**src/rtl/mmio_trace_pkg.sv**
```systemverilog
// mmio_trace_pkg: shared types and constants for the MMIO write-trace monitor.
// The event record is sized for the largest supported channel count (8), so the
// channel field is always 3 bits wide regardless of how many channels are built.
package mmio_trace_pkg;

    localparam int TS_WIDTH  = 32;
    localparam int CNT_WIDTH = 16;

    typedef struct packed {
        logic [2:0]          channel;
        logic [3:0]          byteenable;
        logic [31:0]         data;
        logic [TS_WIDTH-1:0] timestamp;
    } trace_event_t;

    // Byte-lane merge: enabled lanes take the new word, disabled lanes keep the old one
    function automatic logic [31:0] mergeBytes(input logic [31:0] oldWord,
                                               input logic [31:0] newWord,
                                               input logic [3:0]  byteEn);
        logic [31:0] result;
        for (int b = 0; b < 4; b++) begin
            result[8*b +: 8] = byteEn[b] ? newWord[8*b +: 8] : oldWord[8*b +: 8];
        end
        return result;
    endfunction

endpackage

```
**src/rtl/mmio_trace_fifo.sv**
```systemverilog
// mmio_trace_fifo: show-ahead event queue. The head entry is visible on pop_data
// whenever the queue is non-empty and reads as zero when empty. A push into a full
// queue is accepted only when a pop happens in the same cycle.
module mmio_trace_fifo
    import mmio_trace_pkg::*;
#(
    parameter int DEPTH = 8
) (
    input  logic                     clock,
    input  logic                     reset_n,
    input  logic                     push,
    input  trace_event_t             push_data,
    input  logic                     pop,
    output trace_event_t             pop_data,
    output logic                     full,
    output logic                     empty,
    output logic [$clog2(DEPTH):0]   level
);

    localparam int PW = $clog2(DEPTH);

    trace_event_t  mem_q [DEPTH];
    logic [PW-1:0] wrPtr_q;
    logic [PW-1:0] rdPtr_q;
    logic [PW:0]   level_q;
    logic          doPush;
    logic          doPop;

    assign empty    = (level_q == '0);
    assign full     = (level_q == (PW+1)'(DEPTH));
    assign doPop    = pop & ~empty;
    assign doPush   = push & (~full | doPop);
    assign level    = level_q;
    assign pop_data = empty ? '0 : mem_q[rdPtr_q];

    // Storage array; contents need no reset because the level gates visibility
    always_ff @(posedge clock) begin
        if (doPush) begin
            mem_q[wrPtr_q] <= push_data;
        end
    end

    // Pointers and occupancy; pointers wrap naturally since DEPTH is a power of two
    always_ff @(posedge clock or negedge reset_n) begin
        if (!reset_n) begin
            wrPtr_q <= '0;
            rdPtr_q <= '0;
            level_q <= '0;
        end else begin
            if (doPush) wrPtr_q <= wrPtr_q + PW'(1);
            if (doPop)  rdPtr_q <= rdPtr_q + PW'(1);
            if (doPush && !doPop)      level_q <= level_q + (PW+1)'(1);
            else if (doPop && !doPush) level_q <= level_q - (PW+1)'(1);
        end
    end

endmodule

```
**src/rtl/mmio_trace_monitor.sv**
```systemverilog
// mmio_trace_monitor: snoops a memory-mapped write bus, records writes that hit a
// watched address as timestamped trace events, keeps a byte-merged shadow copy and
// a saturating write count per channel, and counts events lost to a full queue.
// Optional feature: define MMIO_TRACE_DISPLAY_EN to print every matched write.
module mmio_trace_monitor
    import mmio_trace_pkg::*;
#(
    parameter int          ADDR_WIDTH   = 29,
    parameter int          NUM_CHANNELS = 4,
    parameter logic [31:0] CH_BASE [NUM_CHANNELS] =
        '{32'h04000000, 32'h04000080, 32'h04000100, 32'h04000180},
    parameter int          FIFO_DEPTH   = 8,
    localparam int         CH_W  = (NUM_CHANNELS > 1) ? $clog2(NUM_CHANNELS) : 1,
    localparam int         LVL_W = $clog2(FIFO_DEPTH) + 1
) (
    input  logic                                    clock,
    input  logic                                    reset_n,
    input  logic [ADDR_WIDTH-1:0]                   bus_address,
    input  logic [3:0]                              bus_byteenable,
    input  logic                                    bus_write,
    input  logic                                    bus_waitrequest,
    input  logic [31:0]                             bus_writedata,
    input  logic                                    clear_stats,
    output logic                                    trace_valid,
    input  logic                                    trace_ready,
    output logic [CH_W-1:0]                         trace_channel,
    output logic [3:0]                              trace_byteenable,
    output logic [31:0]                             trace_data,
    output logic [31:0]                             trace_timestamp,
    output logic [NUM_CHANNELS-1:0][31:0]           shadow_data,
    output logic [NUM_CHANNELS-1:0][CNT_WIDTH-1:0]  write_count,
    output logic [CNT_WIDTH-1:0]                    drop_count,
    output logic                                    overflow,
    output logic [LVL_W-1:0]                        fifo_level
);

    logic [TS_WIDTH-1:0]                   timestamp_q;
    logic [NUM_CHANNELS-1:0][31:0]         shadow_q, shadow_d;
    logic [NUM_CHANNELS-1:0][CNT_WIDTH-1:0] count_q, count_d;
    logic [CNT_WIDTH-1:0]                  drop_q, drop_d;
    logic                                  overflow_q, overflow_d;

    logic [31:0]  byteAddr;
    logic         accept;
    logic         hit;
    logic [2:0]   hitChannel;
    logic         pushReq;
    logic         popFire;
    logic         dropEvent;
    logic         fifoFull;
    logic         fifoEmpty;
    logic         unusedChannelBits;
    trace_event_t pushEvent;
    trace_event_t headEvent;

    assign byteAddr  = 32'({bus_address, 2'b00});
    assign accept    = bus_write & ~bus_waitrequest;
    assign pushReq   = accept & hit;
    assign popFire   = ~fifoEmpty & trace_ready;
    assign dropEvent = pushReq & fifoFull & ~popFire;

    assign pushEvent = '{channel: hitChannel, byteenable: bus_byteenable,
                         data: bus_writedata, timestamp: timestamp_q};

    // Address decode; scanning upward and stopping at the first hit gives the lowest channel priority
    always_comb begin
        hit        = 1'b0;
        hitChannel = '0;
        for (int i = 0; i < NUM_CHANNELS; i++) begin
            if (!hit && byteAddr == CH_BASE[i]) begin
                hit        = 1'b1;
                hitChannel = 3'(i);
            end
        end
    end

    // Statistics next state; a clear overrides any increment in the same cycle
    always_comb begin
        shadow_d   = shadow_q;
        count_d    = count_q;
        drop_d     = drop_q;
        overflow_d = overflow_q;
        for (int i = 0; i < NUM_CHANNELS; i++) begin
            if (pushReq && hitChannel == 3'(i)) begin
                shadow_d[i] = mergeBytes(shadow_q[i], bus_writedata, bus_byteenable);
                if (count_q[i] != '1) count_d[i] = count_q[i] + CNT_WIDTH'(1);
            end
        end
        if (dropEvent) begin
            if (drop_q != '1) drop_d = drop_q + CNT_WIDTH'(1);
            overflow_d = 1'b1;
        end
        if (clear_stats) begin
            count_d    = '0;
            drop_d     = '0;
            overflow_d = 1'b0;
        end
    end

    // Free-running timestamp and statistics registers
    always_ff @(posedge clock or negedge reset_n) begin
        if (!reset_n) begin
            timestamp_q <= '0;
            shadow_q    <= '0;
            count_q     <= '0;
            drop_q      <= '0;
            overflow_q  <= 1'b0;
        end else begin
            timestamp_q <= timestamp_q + TS_WIDTH'(1);
            shadow_q    <= shadow_d;
            count_q     <= count_d;
            drop_q      <= drop_d;
            overflow_q  <= overflow_d;
        end
    end

    mmio_trace_fifo #(
        .DEPTH (FIFO_DEPTH)
    ) u_fifo (
        .clock     (clock),
        .reset_n   (reset_n),
        .push      (pushReq),
        .push_data (pushEvent),
        .pop       (popFire),
        .pop_data  (headEvent),
        .full      (fifoFull),
        .empty     (fifoEmpty),
        .level     (fifo_level)
    );

    assign unusedChannelBits = ^headEvent.channel;
    assign trace_valid       = ~fifoEmpty;
    assign trace_channel     = headEvent.channel[CH_W-1:0];
    assign trace_byteenable  = headEvent.byteenable;
    assign trace_data        = headEvent.data;
    assign trace_timestamp   = headEvent.timestamp;
    assign shadow_data       = shadow_q;
    assign write_count       = count_q;
    assign drop_count        = drop_q;
    assign overflow          = overflow_q;

`ifdef MMIO_TRACE_DISPLAY_EN
    // Report every matched accepted write, including those the full queue drops
    always_ff @(posedge clock) begin
        if (reset_n && pushReq) begin
            $display("CH%0d write, address %h, data %h", hitChannel, byteAddr, bus_writedata);
        end
    end
`else
    // Default build carries no reporting logic
`endif

endmodule

```
**config.mk**
```make
export PLATFORM = sky130hd
export DESIGN_NAME = mmio_trace_monitor
export DESIGN_NICKNAME = d
export VERILOG_FILES = /design/src/rtl/mmio_trace_pkg.sv /design/src/rtl/mmio_trace_fifo.sv /design/src/rtl/mmio_trace_monitor.sv
export SDC_FILE = /design/constraint.sdc
export NUM_CORES = 1
export LEC_CHECK = 0
export ABC_AREA = 0
export BUFFER_PORTS_ARGS = -buffer_cell sky130_fd_sc_hd__buf_2
export CORE_UTILIZATION = 55
export CTS_CLUSTER_DIAMETER = 120
export CTS_CLUSTER_SIZE = 16
export DETAILED_ROUTE_END_ITERATION = 12
export GPL_TIMING_DRIVEN = 0
export PLACE_DENSITY = 0.83
export SYNTH_ARGS = -nofsm -noshare
export SYNTH_HDL_FRONTEND = slang
export SYNTH_SLANG_ARGS = --single-unit
```
**constraint.sdc**
```tcl
create_clock -name clock -period 8.7 [get_ports clock]
set_clock_uncertainty 0.2 [all_clocks]
set_input_delay 1.305 -clock clock [delete_from_list [all_inputs] [get_ports clock]]
set_output_delay 1.305 -clock clock [all_outputs]
set_load 0.005 [all_outputs]
```
After elaboration in Yosys (flattened, before gate mapping)
Memory sizes are Yosys's and may differ from the RTL's.
Cells that the tools add are included.
Cells by class
  reductions and logical operators: 48
  $add $sub $neg: 10
  multiplexer cells: 26
  equal/unequal tests: 13
  bitwise gates (word level): 12
Operators by type and width (count)
  $mux 16: 11
  $eq 29x25->1 const B: 4
  $add 16x1->16 const B: 5
  $ne 16x16->1 const B: 5
  $mux 70: 1
  $mux 64: 1
  $reduce_and 2->1: 21
  $add 32x1->32 const B: 1
  $reduce_bool 2->1: 11
  $logic_and 1x1->1: 9
  $mux 1: 9
  $mux 4: 2
  $and 1x1->1: 7
  $add 3x1->3 const B: 2
  $eq 3x2->1 const B: 2
  $mux 3: 2
  $logic_not 1->1: 5
  $add 4x1->4 const B: 1
  $eq 4x4->1 const B: 1
  $logic_not 4->1: 1
  $not 1->1: 4
  $sub 4x1->4 const B: 1
  $eq 3x1->1 const B: 1
  $logic_not 3->1: 1
  $or 1x1->1: 1
Storage, ports and cells
  input port bits: 71
  output and inout port bits: 284
  memories kept: 1
  flip-flop bits (word level): 251
  memory bits (writable): 568
  logic and storage cells: 136
Memories
  u_fifo.mem_q: words 8, width 71, rd ports 1, clocked after memory_dff 0, write ports 1, RTL line mmio_trace_fifo.sv:22  | trace_event_t mem_q [DEPTH];

Logic depth before layout (Yosys ltp)
  word-level depth: 17
  gate-level depth with buffers: 12

Modules after synthesis
From an unflattened synthesis, not the netlist that was laid out.
Unflattened totals
  cells, all modules: 1826
  area, all modules: 32715.1 um2
Modules (own cells, without submodules)
  mmio_trace_fifo: instances 1, cells each 893, area each 21832.2 um2, seq. area each 17306.6 um2
  mmio_trace_monitor: instances 1, cells each 933, area each 10882.9 um2, seq. area each 6030.8 um2

Worst setup path after synthesis
Ideal clock, no wire load.
  path kind: input to register
  start: in bus_address[10]
  end: mem u_fifo.mem_q[3][0] (netlist bit) (enable)
  data required time: 7901 ps
  arrival time: 7828 ps
  library setup time: 599 ps
  stages on the path: 6
  setup slack: 73 ps
  cells stage by stage: nor4_1 > nand4_1 > buf_2 > nor3b_1 > nand2_1 > nor3b_1
On the way
  cells in the longest elaborated chain, start to end: 15
Ends and longest elaborated chain
  from (decl): RTL line mmio_trace_monitor.sv:18  | input logic [ADDR_WIDTH-1:0] bus_address,
  $eq 29x25->1: RTL line mmio_trace_monitor.sv:70  | if (!hit && byteAddr == CH_BASE[i]) begin
  $mux 1: RTL line mmio_trace_monitor.sv:70
  $logic_not 1->1: RTL line mmio_trace_monitor.sv:70
  $logic_and 1x1->1: RTL line mmio_trace_monitor.sv:70
  $mux 1: RTL line mmio_trace_monitor.sv:70
  $logic_not 1->1: RTL line mmio_trace_monitor.sv:70
  $logic_and 1x1->1: RTL line mmio_trace_monitor.sv:70
  $mux 1: RTL line mmio_trace_monitor.sv:70
  $logic_not 1->1: RTL line mmio_trace_monitor.sv:70
  $logic_and 1x1->1: RTL line mmio_trace_monitor.sv:70
  $mux 1 *: RTL line mmio_trace_monitor.sv:70
  $and 1x1->1 *: RTL line mmio_trace_monitor.sv:58  | assign pushReq = accept & hit;
  $and 1x1->1 *: RTL line mmio_trace_fifo.sv:32  | assign doPush = push & (~full | doPop);
  named net u_fifo.doPush: RTL line mmio_trace_fifo.sv:26  | logic doPush;
  $mux 1 *: RTL line mmio_trace_fifo.sv:38  | if (doPush) begin
  $mux 1 (implied by the code) *: RTL line mmio_trace_fifo.sv:39  | mem_q[wrPtr_q] <= push_data;
  to (decl): RTL line mmio_trace_fifo.sv:22
Mark *: on every way through the listed nets, which the timed path passes. The rest lies on a longest branch.

Final worst setup path
  start: reg u_fifo.rdPtr_q[0]
  end: out trace_channel[1]
On the way
  cells in the longest elaborated chain, start to end: 2
Ends and longest elaborated chain
  from (decl): RTL line mmio_trace_fifo.sv:24  | logic [PW-1:0] rdPtr_q;
  from (signal assigned): RTL line mmio_trace_fifo.sv:51  | if (doPop) rdPtr_q <= rdPtr_q + PW'(1);
  $mem_v2 8x71
  $mux 70: RTL line mmio_trace_fifo.sv:34  | assign pop_data = empty ? '0 : mem_q[rdPtr_q];
  to (decl): RTL line mmio_trace_monitor.sv:26  | output logic [CH_W-1:0] trace_channel,
Every way passes these cells.

==> results.json <==
{
  "hold_start": "shadow_data[60]",
  "multiInputGateArea_um2": 9240,
  "seq_area_um2": 23100,
  "finalWeightedCongestion": 0.906,
  "power.leakage_nw": 14.8,
  "drt_iter0_markers": 1721,
  "fin_crit_sh_pct": 65.2,
  "finalSetupViolCount": 0,
  "met1_usage_pct": 36.5,
  "reg2reg_depth": 9,
  "hpwlAfterDp_um": 56600,
  "power_density_nw_per_um2": 178,
  "core.rowCount": 88,
  "r2r-start": "u_fifo.level[0]",
  "utilization_pct": 65.2,
  "cts_setup_buffers": 0,
  "wl_per_cell_um": 25.9,
  "synth_async_sr_flop_share_pct": 30.9,
  "ctsResizeCount": 0,
  "worst_slew_pin_slew_ns": 1.12,
  "use_met3_pct": 4.87,
  "synth_mux_area_share_pct": 16.7,
  "hold_viol_final": 0,
  "die_w_um": 246,
  "worstPathRequired_ns": 7.19,
  "slew_headroom_pct": 25.4,
  "vias_per_cell": 6.16,
  "die_h_um": 246,
  "synthFlopType": "edfxtp_1",
  "synth_compound_area_share_pct": 2.46,
  "clkLatencyLatePin_ns": 0.62,
  "synth_warnings": 0,
  "period_needed_ns": 5.67,
  "synth_area_per_cell_um2": 17.5,
  "hold_end": "shadow_data[60]",
  "dieArea_um2": 60400,
  "drive_above_1_share_pct": 33.2,
  "overflow": 0,
  "drtAntennaViolNets": 0,
  "synth_area_leader_cell": "edfxtp_1",
  "htree_levels": 2,
  "critical_path_class": "flop to primary output",
  "ys_seq_area_share_pct": 70.7,
  "ios": 355,
  "startpoint_type": "flop",
  "arrival_ns": 4.17,
  "core_um2": 58100,
  "grt_max_degree": 118,
  "drv_cap": 0,
  "synth_top_family_by_area": "multiplexers",
  "synth_xor_area_share_pct": 1.10,
  "slew_viol_final": 0,
  "n_fill_cell": 3986,
  "antenna_found_initial": 9,
  "worstHoldPathType": "flop to flop",
  "cts_tree": "yes",
  "synth-seq-cells": 811,
  "use_met2_pct": 45.4,
  "cts-buffers-inserted": 56,
  "worst_setup_path_end_kind": "primary output",
  "dpl_worst_slack_ns": 2.81,
  "gr-usage-all-layers_pct": 27.3,
  "hold_depth": 1,
  "ir_drop_v": 0.000171,
  "ctsRootBufferMaster": "clkbuf_16",
  "first_global_vias": 19800,
  "grt.busiest_layer": "met2",
  "dr.pass1.iters": 5,
  "worstPathMaxFanout": 10,
  "syn_inst": 1865,
  "start_util_pct": 56.2,
  "synth_area_leaders": "edfxtp_1 51%, dfrtp_1 19%, mux4_2 9.7%",
  "ctsHoldBuffers": 0,
  "timing.fmax_ghz": 0.176,
  "rrSetupSlack_ns": 4.64,
  "rsz0062_at_grt": "false",
  "r2r-end": "u_fifo.mem_q[3][7]",
  "synthSimpleGateAreaFrac_pct": 7.39,
  "startpoint": "u_fifo.rdPtr_q[0]",
  "area_growth_pct": 16.0,
  "syn_nets": 1948,
  "clock_path_buffers": 3,
  "grt_pass1_wl_um": 122000,
  "drt-total-wl_um": 81600,
  "synth_top_area_share_pct": 51.5,
  "nNetsFinal": 2418,
  "vias": 19400,
  "final_cells": 3154,
  "dp_cells": 3042,
  "outcome": "complete, no violations",
  "syn-cell-area_um2": 32700,
  "worst_slack_ns": 3.03,
  "clkSinkCount": 811,
  "synthAdderAreaFrac_pct": 0.483,
  "ys_types": 55,
  "clk_pin_slew_ns": 0.07,
  "synth_edf_count": 560,
  "numPortBuffers": 352,
  "drc": 0
}
critical path: stages (launching register included):
cell and delay, ns:
dfrtp_1 0.35, clkbuf_1 0.48, clkbuf_1 0.69, buf_1 0.77
mux4_2 0.60, mux2i_1 0.38, nor2_1 0.09, buf_2 0.17
final cells by class:
| type | count | area share, % |
|---|---|---|
| Clock buffer | 103 | 4.22 |
| Timing Repair Buffer | 412 | 6.78 |
| Antenna cell | 6 | 0.0396 |
| Multi-Input combinational cell | 958 | 24.4 |
| Inverter | 15 | 0.149 |
| Buffer | 81 | 0.842 |
| Sequential cell | 811 | 61.0 |
| Clock inverter | 3 | 0.0661 |
| Tap cell | 765 | 2.53 |
how the worst max path moves through the flow:
| stage | to | slack (ns) | cells after the start |
|---|---|---|---|
| 6_report | trace_channel[1] | 3.03 | 7 |
| 5_1_grt | trace_channel[1] | 2.83 | 7 |
| 4_1_cts | trace_channel[1] | 2.97 | 7 |
| 3_5_place_dp | u_fifo.mem_q[3][55] | 2.81 | 11 |
| 3_3_place_gp | u_fifo.mem_q[2][55] | -6.22 | 7 |
| 2_1_floorplan | u_fifo.mem_q[3][0] | 0.07 | 6 |
synthesized netlist by cell type, types with 16 or more instances:
cell type / number
mux2i_1: 73
mux4_2: 140
nor2_1: 109
nand3_1: 42
edfxtp_1: 560
or3_1: 31
buf_1: 22
dfrtp_1: 251
nand2_1: 49
nand4_1: 28
o31ai_1: 32
o21ai_0: 34
or4_1: 33
clkbuf_1: 52
mux2_2: 136
xor2_1: 16
a21oi_1: 60
xnor2_1: 25
power breakdown:
group	switching [W]	leakage [nW]	internal, W	total (W)
logic	0.000103	4.93	0.0000344	0.000138
clock network	0.00126	0.766	0.00124	0.00250
registers	0.000000534	9.10	0.00411	0.00411
layer usage:
| layer | part of all wire, % | wire, um |
|---|---|---|
| met4 | 3.0 | 2480 |
| met2 | 51 | 41300 |
| met3 | 7.2 | 5850 |
| met1 | 39 | 32000 |
| met5 | 0.034 | 28 |
cells in the final DEF (no fill, tap or decap), types with 31 or more instances in the layout:
cell,instances
nand2_1,49
clkbuf_1,98
mux2i_1,73
o21ai_0,34
buf_6,38
edfxtp_1,560
clkbuf_16,57
o31ai_1,32
a21oi_1,60
or3_1,31
mux2_2,136
mux4_2,140
nand3_1,42
dfrtp_1,251
buf_2,357
nor2_1,107
or4_1,33
metrics by stage:
step | area (um2) | hold slack (ns) | total power, W | TNS [ns]
2_1_floorplan | 32700 | 0.280 | 0.00423 | 0
5_1_grt | 37900 | 0.315 | 0.00693 | 0
3_3_place_gp | 35400 | 0.277 | 0.00432 | -2661.31
4_1_cts | 37900 | 0.302 | 0.00678 | 0
6_report | 37900 | 0.302 | 0.00674 | 0
3_5_place_dp | 36200 | 0.287 | 0.00433 | 0
cells by family after synthesis:
family          after synthesis
mux                         352
simple gates                416
flops                       811
compound gates              137
xor+xnor                     41
fa+ha+maj                    12
buf+inv                      96
sequential cells by signal, summed over array words and instances, names as in the netlist:
signal,flops
u_fifo.mem_q,560
u_fifo.wrPtr_q,3
overflow,1
u_fifo.level,4
drop_count,16
u_fifo.rdPtr_q,3
shadow_data,128
write_count,64
timestamp_q,32
No activity file was read; power rests on OpenSTA's default activity.
